==> src/rtl/branch_recovery_ctrl_if.sv <==
// rtl/branch_recovery_ctrl_if.sv - fetch/execute side signal bundle for branch_recovery_ctrl
interface branch_recovery_ctrl_if #(
  parameter int PC_W = 32
);
  logic            pred_valid;
  logic            pred_taken;
  logic [PC_W-1:0] target_pc;
  logic [PC_W-1:0] fallthru_pc;
  logic            pred_ready;
  logic            ex_valid;
  logic            ex_outcome;
  logic            upd_valid;
  logic            upd_outcome;
  logic            flush;
  logic            redirect_valid;
  logic [PC_W-1:0] redirect_pc;
  logic            err_underflow;

  modport master (
    output pred_valid, pred_taken, target_pc, fallthru_pc, ex_valid, ex_outcome,
    input  pred_ready, upd_valid, upd_outcome, flush, redirect_valid, redirect_pc,
    input  err_underflow
  );

  modport slave (
    input  pred_valid, pred_taken, target_pc, fallthru_pc, ex_valid, ex_outcome,
    output pred_ready, upd_valid, upd_outcome, flush, redirect_valid, redirect_pc,
    output err_underflow
  );
endinterface

==> src/rtl/branch_recovery_ctrl.sv <==
// rtl/branch_recovery_ctrl.sv - in-flight branch queue with mispredict flush/redirect (optional BP_STATS_EN counters)
module branch_recovery_ctrl #(
  parameter int PC_W         = 32,
  parameter int DEPTH        = 4,
  parameter int FLUSH_CYCLES = 2
) (
  input  logic                    clk,
  input  logic                    rst_n,
  branch_recovery_ctrl_if.slave   bus
`ifdef BP_STATS_EN
  ,
  output logic [15:0]             stat_branches,
  output logic [15:0]             stat_mispredicts
`endif
);

  localparam int PTR_W = (DEPTH > 1) ? $clog2(DEPTH) : 1;
  localparam int CNT_W = PTR_W + 1;
  localparam int FC_W  = (FLUSH_CYCLES > 1) ? $clog2(FLUSH_CYCLES + 1) : 1;
  localparam logic [CNT_W-1:0] FULL_CNT  = CNT_W'(DEPTH);
  localparam logic [FC_W-1:0]  FLUSH_LD  = FC_W'(FLUSH_CYCLES - 1);

  typedef enum logic {IDLE, FLUSH} state_t;

  state_t           state;
  logic [FC_W-1:0]  flush_cnt;
  logic [PTR_W-1:0] wr_ptr, rd_ptr;
  logic [CNT_W-1:0] count;

  logic             q_taken  [DEPTH];
  logic [PC_W-1:0]  q_target [DEPTH];
  logic [PC_W-1:0]  q_fall   [DEPTH];

  logic             upd_valid_r, upd_outcome_r, flush_r, redirect_valid_r, err_r;
  logic [PC_W-1:0]  redirect_pc_r;

  logic push, pop, mispredict, underflow_evt, ready;

  // Accept pushes only in IDLE with a free slot; a pop this cycle does not free one early.
  always_comb begin
    ready         = (state == IDLE) && (count != FULL_CNT);
    push          = bus.pred_valid && ready;
    pop           = bus.ex_valid && (state == IDLE) && (count != '0);
    mispredict    = pop && (q_taken[rd_ptr] != bus.ex_outcome);
    underflow_evt = bus.ex_valid && (state == IDLE) && (count == '0);
  end

  // Queue payload: written on push, never reset (contents qualified by count).
  always_ff @(posedge clk) begin
    if (push) begin
      q_taken[wr_ptr]  <= bus.pred_taken;
      q_target[wr_ptr] <= bus.target_pc;
      q_fall[wr_ptr]   <= bus.fallthru_pc;
    end
  end

  // Control FSM, queue pointers and registered strobes toward fetch and predictor.
  always_ff @(posedge clk) begin
    if (!rst_n) begin
      state            <= IDLE;
      flush_cnt        <= '0;
      wr_ptr           <= '0;
      rd_ptr           <= '0;
      count            <= '0;
      upd_valid_r      <= 1'b0;
      upd_outcome_r    <= 1'b0;
      flush_r          <= 1'b0;
      redirect_valid_r <= 1'b0;
      redirect_pc_r    <= '0;
      err_r            <= 1'b0;
    end else begin
      upd_valid_r      <= pop;
      upd_outcome_r    <= pop && bus.ex_outcome;
      redirect_valid_r <= mispredict;
      if (underflow_evt) err_r <= 1'b1;
      case (state)
        IDLE: begin
          if (mispredict) begin
            // Everything younger than the resolving branch is wrong-path, including this cycle's push.
            redirect_pc_r <= bus.ex_outcome ? q_target[rd_ptr] : q_fall[rd_ptr];
            wr_ptr        <= '0;
            rd_ptr        <= '0;
            count         <= '0;
            state         <= FLUSH;
            flush_r       <= 1'b1;
            flush_cnt     <= FLUSH_LD;
          end else begin
            if (push) wr_ptr <= wr_ptr + 1'b1;
            if (pop)  rd_ptr <= rd_ptr + 1'b1;
            if (push && !pop)      count <= count + 1'b1;
            else if (pop && !push) count <= count - 1'b1;
          end
        end
        FLUSH: begin
          if (flush_cnt == '0) begin
            state   <= IDLE;
            flush_r <= 1'b0;
          end else begin
            flush_cnt <= flush_cnt - 1'b1;
          end
        end
        default: state <= IDLE;
      endcase
    end
  end

`ifdef BP_STATS_EN
  // Saturating resolve and mispredict counters.
  always_ff @(posedge clk) begin
    if (!rst_n) begin
      stat_branches    <= '0;
      stat_mispredicts <= '0;
    end else begin
      if (pop && stat_branches != 16'hFFFF)           stat_branches    <= stat_branches + 1'b1;
      if (mispredict && stat_mispredicts != 16'hFFFF) stat_mispredicts <= stat_mispredicts + 1'b1;
    end
  end
`endif

  assign bus.pred_ready     = ready;
  assign bus.upd_valid      = upd_valid_r;
  assign bus.upd_outcome    = upd_outcome_r;
  assign bus.flush          = flush_r;
  assign bus.redirect_valid = redirect_valid_r;
  assign bus.redirect_pc    = redirect_pc_r;
  assign bus.err_underflow  = err_r;

endmodule

==> src/flat_wrapper.sv <==
// flat-port wrapper written by rule: the top's interface ports become plain ports
module branch_recovery_ctrl_flat 
#(
  parameter int PC_W         = 32,
  parameter int DEPTH        = 4,
  parameter int FLUSH_CYCLES = 2
)
  (clk, rst_n, bus_pred_valid, bus_pred_taken, bus_target_pc, bus_fallthru_pc, bus_ex_valid, bus_ex_outcome, bus_pred_ready, bus_upd_valid, bus_upd_outcome, bus_flush, bus_redirect_valid, bus_redirect_pc, bus_err_underflow);
  branch_recovery_ctrl_if #(.PC_W(PC_W)) bus_i ();
  input  logic clk;
  input  logic rst_n;
  input wire logic [$bits(bus_i.pred_valid)-1:0] bus_pred_valid;
  input wire logic [$bits(bus_i.pred_taken)-1:0] bus_pred_taken;
  input wire logic [$bits(bus_i.target_pc)-1:0] bus_target_pc;
  input wire logic [$bits(bus_i.fallthru_pc)-1:0] bus_fallthru_pc;
  input wire logic [$bits(bus_i.ex_valid)-1:0] bus_ex_valid;
  input wire logic [$bits(bus_i.ex_outcome)-1:0] bus_ex_outcome;
  output wire logic [$bits(bus_i.pred_ready)-1:0] bus_pred_ready;
  output wire logic [$bits(bus_i.upd_valid)-1:0] bus_upd_valid;
  output wire logic [$bits(bus_i.upd_outcome)-1:0] bus_upd_outcome;
  output wire logic [$bits(bus_i.flush)-1:0] bus_flush;
  output wire logic [$bits(bus_i.redirect_valid)-1:0] bus_redirect_valid;
  output wire logic [$bits(bus_i.redirect_pc)-1:0] bus_redirect_pc;
  output wire logic [$bits(bus_i.err_underflow)-1:0] bus_err_underflow;
  assign bus_i.pred_valid = bus_pred_valid;
  assign bus_i.pred_taken = bus_pred_taken;
  assign bus_i.target_pc = bus_target_pc;
  assign bus_i.fallthru_pc = bus_fallthru_pc;
  assign bus_i.ex_valid = bus_ex_valid;
  assign bus_i.ex_outcome = bus_ex_outcome;
  assign bus_pred_ready = bus_i.pred_ready;
  assign bus_upd_valid = bus_i.upd_valid;
  assign bus_upd_outcome = bus_i.upd_outcome;
  assign bus_flush = bus_i.flush;
  assign bus_redirect_valid = bus_i.redirect_valid;
  assign bus_redirect_pc = bus_i.redirect_pc;
  assign bus_err_underflow = bus_i.err_underflow;
  branch_recovery_ctrl #(.PC_W(PC_W), .DEPTH(DEPTH), .FLUSH_CYCLES(FLUSH_CYCLES)) u_core (.clk(clk), .rst_n(rst_n), .bus(bus_i));
endmodule
==> config.mk <==
export PLATFORM = sky130hd
export DESIGN_NAME = branch_recovery_ctrl_flat
export DESIGN_NICKNAME = d
export VERILOG_FILES = /design/src/rtl/branch_recovery_ctrl_if.sv /design/src/rtl/branch_recovery_ctrl.sv /design/src/flat_wrapper.sv
export SDC_FILE = /design/constraint.sdc
export NUM_CORES = 1
export LEC_CHECK = 0
export ABC_AREA = 1
export ABC_CLOCK_PERIOD_IN_PS = 4600
export CAP_MARGIN = 20
export CORE_MARGIN = 10
export CORE_UTILIZATION = 23
export CTS_CLUSTER_SIZE = 20
export DETAILED_ROUTE_END_ITERATION = 8
export HOLD_SLACK_MARGIN = 0.12
export PLACE_DENSITY = 0.49
export SYNTH_ARGS = -nofsm -noshare
export SYNTH_HDL_FRONTEND = slang
export SYNTH_SLANG_ARGS = --single-unit
==> constraint.sdc <==
create_clock -name clk -period 4.6 [get_ports clk]
set_input_delay 1.15 -clock clk [delete_from_list [all_inputs] [get_ports clk]]
set_output_delay 1.15 -clock clk [all_outputs]
set_load 0.02 [all_outputs]
==> metrics.md <==
| Metric | Value |
|---|---|
| Total grt overflow | `0` |
| First-pass GRT wire length | `48.34 mm` |
| Crit path kind | `reg -> out` |
| Final ANT Viol Nets | `0` |
| GP Congestion | `0.7181` |
| Worst Setup Start Kind | `register` |
| Final setup violation count | `0` |
| Seq cells post-synth | `309` |
| Tightest Pin Transition | `0.9499 ns` |
| Post-CTS Resized | `0` |
| CTS H-tree depth | `2` |
| WL final | `32.07 mm` |
| Max-Cap Viols | `0` |
| Post-synthesis mux area share | `0` |
| RSZ-0062 raised after global routing | `no` |
| Xor and xnor area share after synthesis | `0.002178` |
| Setup tns final | `0 ns` |
| Pins Over Slew Limit | `0` |
| Crit. Startpoint | `u_core.count[1]` |
| Avg Cell Area, Syn | `12.03 µm²` |
| Clock Skew | `0.02523 ns` |
| Routed vias | `7,606` |
| Worst Path Max Fanout | `3` |
| Pwr Total | `7.838 mW` |
| DIE WIDTH | `249 µm` |
| Synth Area in Compound Gates | `0.1113` |
| Critical Path RT | `3.45 ns` |
| Placed Area | `13,930 µm²` |
| Crit path capture type | `output port` |
| Ys flop type | `edfxtp_1` |
| Final Hold Viols | `0` |
| Hold_buf cts | `0` |
| ANT cells | `0` |
| Synth Area in Adders | `0.007884` |
| Gr usage total | `0.1004` |
| Reg clk slew, reported paths | `0.06 ns` |
| Cts bufs inserted | `35` |
| Max Freq | `341.7 MHz` |
| Largest net degree at the start of global routing | `80` |
| Net Count, Synth | `1,080` |
| Leak | `5.265 nW` |
| Post-synth ARST share | `0` |
| Initial drt markers | `540` |
| Post-layout nets | `1,183` |
| Synth Area in Simple Gates | `0.1197` |
| Syn. warnings | `0` |
| Pre-antenna DRT Iters | `5` |
| Clock tree from TritonCTS | `done` |
| Root buffer cell | `clkbuf_16` |
| Post-CTS Setup Inserts | `0` |
| Post-route cell area | `15,060 µm²` |
| Outcome | `completed` |
| Number of global-route vias before repair | `7,491` |
| Sequential area share after synthesis | `0.7286` |
| DR DRC count | `0` |
| Hold Path Origin | `u_core.bus.redirect_pc[30]` |
| Port bufs | `107` |
| Post-Syn Area | `12,060 µm²` |
| Worst IR Drop VDD | `0.2359 mV` |
| Clock net sink count | `309` |
| Worst-Skew Late Latency | `0.54 ns` |
| Mapped Cells | `1,003` |
| Fin crit period | `2.926 ns` |
| WP data arrival | `1.78 ns` |
| Syn-to-layout area delta | `24.83%` |
| Fraction of layout cells with a size suffix above 1 | `0.07326` |
| Top Ports | `108` |
| Post-DP HPWL | `19.08 mm` |
| DR WL/cell | `17.69 µm` |
| Area of the core | `51,610 µm²` |
| Max-slew headroom | `0.3668` |
| Die area | `62,000 µm²` |
| Tcrit/Tclk final | `0.6362` |
| Die Ht | `249 µm` |
| Initial antenna violation count | `2` |
| Post-synth EDFFs | `260` |
| Num rows | `83` |
| Unique masters post-synth | `30` |
| Worst min-delay path class | `reg -> reg` |
| Final Core Density | `0.2917` |
| Largest family of logic cells by synthesized area | `simple AND/OR/NAND/NOR gates` |
| Max clock buf depth | `3` |
| Via-to-Cell Ratio | `4.195` |
| Pwr/cell area | `520.5 nW/µm²` |
| Starting Density | `0.2337` |
-- cells by family after synthesis --
group	count (synthesis)
AOI/OAI and AO/OA	235
buffers and inverters	77
xor gates and xnor gates	3
adders and majority gates	7
and+or+nand+nor	372
DFF	309
-- metrics by stage --
stage / setup WS [ns] / hold WS, ns / cells
after floorplan: 0.06862 / 0.4610 / 1003
after global placement: 1.157 / 0.4388 / 1749
after detailed placement: 1.197 / 0.4419 / 1749
after CTS: 1.644 / 0.4536 / 1813
after global routing: 1.474 / 0.4705 / 1813
final: 1.674 / 0.4511 / 1813
-- cell usage after synthesis, drive strengths merged, types with 2 or more instances --
library cell    n  area (µm²)
a21oi          72       360.4
ha              6       75.07
edfxtp        260        7807
nor2          146       555.5
o21a           64       480.5
clkinv          2       7.510
o21ai          97       485.5
inv            19       73.83
xor2            2       17.52
nand2         213       804.5
clkbuf         24       90.09
buf            32       193.9
dfxtp          49       980.9
nand3          11       72.57
-- cell type report --
| class | count | area, µm² |
|---|---|---|
| Clock inverter | 18 | 153.9 |
| Fill cell | 5261 | 36560 |
| Timing Repair Buffer | 122 | 1266 |
| Clock buffer | 46 | 968.4 |
| Multi-Input combinational cell | 617 | 2938 |
| Sequential cell | 309 | 8796 |
| Inverter | 21 | 83.83 |
| Tap cell | 680 | 850.8 |
-- routing by layer --
metal | part of all wire | track usage
met5 | 0.00041 | 0
met4 | 0.018 | 0.02779
met3 | 0.050 | 0.02369
met2 | 0.49 | 0.1679
met1 | 0.44 | 0.1269
-- sequential cells by signal, indices dropped and copies added, names as in the netlist, named ones only --
register	flops
u_core.q_fall	128
u_core.q_target	128
u_core.bus.redirect_pc	32
u_core.q_taken	4
u_core.count	3
u_core.flush_cnt	2
u_core.rd_ptr	2
u_core.wr_ptr	2
u_core.bus.err_underflow	1
u_core.bus.flush	1
u_core.bus.redirect_valid	1
u_core.bus.upd_outcome	1
u_core.bus.upd_valid	1
u_core.state	1
-- cells in the final DEF (no fill, tap or decap), types with 2 or more instances in the layout --
master           synthesis  layout
dfxtp_1                 49      47
nand2_1                211     211
buf_4                    5       8
nand2_2                  2       2
nor2_4                   1       5
xor2_1                   2       2
inv_4                    1       2
o21ai_1                 32      32
o21a_1                  64      64
nand3_1                  9       9
clkbuf_16                0      36
o21ai_0                 65      65
inv_1                   16      16
buf_12                   0       7
clkinvlp_4               0       2
clkinv_1                 2       7
clkbuf_1                24       7
clkbuf_8                 0       3
nor2_1                 145     141
clkinv_2                 0       7
a21oi_1                 72      72
dfxtp_4                  0       2
edfxtp_1               260     260
ha_1                     6       6
bufinv_16                0       2
clkdlybuf4s50_1          0     106
-- worst max-delay path, cell delays in order (launching register included) --
cell and delay [ns]:
dfxtp_1 0.36, nor2_1 0.08, a21oi_1 0.17, clkdlybuf4s50_1 0.65
-- final timing paths --
kind / depth (start not counted) / slack, ns / to
max: 3 / 1.67 / bus_pred_ready
min: 2 / 0.45 / u_core.bus.redirect_pc[30]
max reg2reg: 9 / 1.80 / u_core.bus.redirect_pc[5]
min reg2reg: 2 / 0.45 / u_core.bus.redirect_pc[30]
-- report_power, final --
group | switching (mW) | internal [mW]
Clock | 1.12 | 1.60
Sequential | 0.176 | 3.40
Combinational | 0.991 | 0.555
Power figures use the tool's default switching activity.
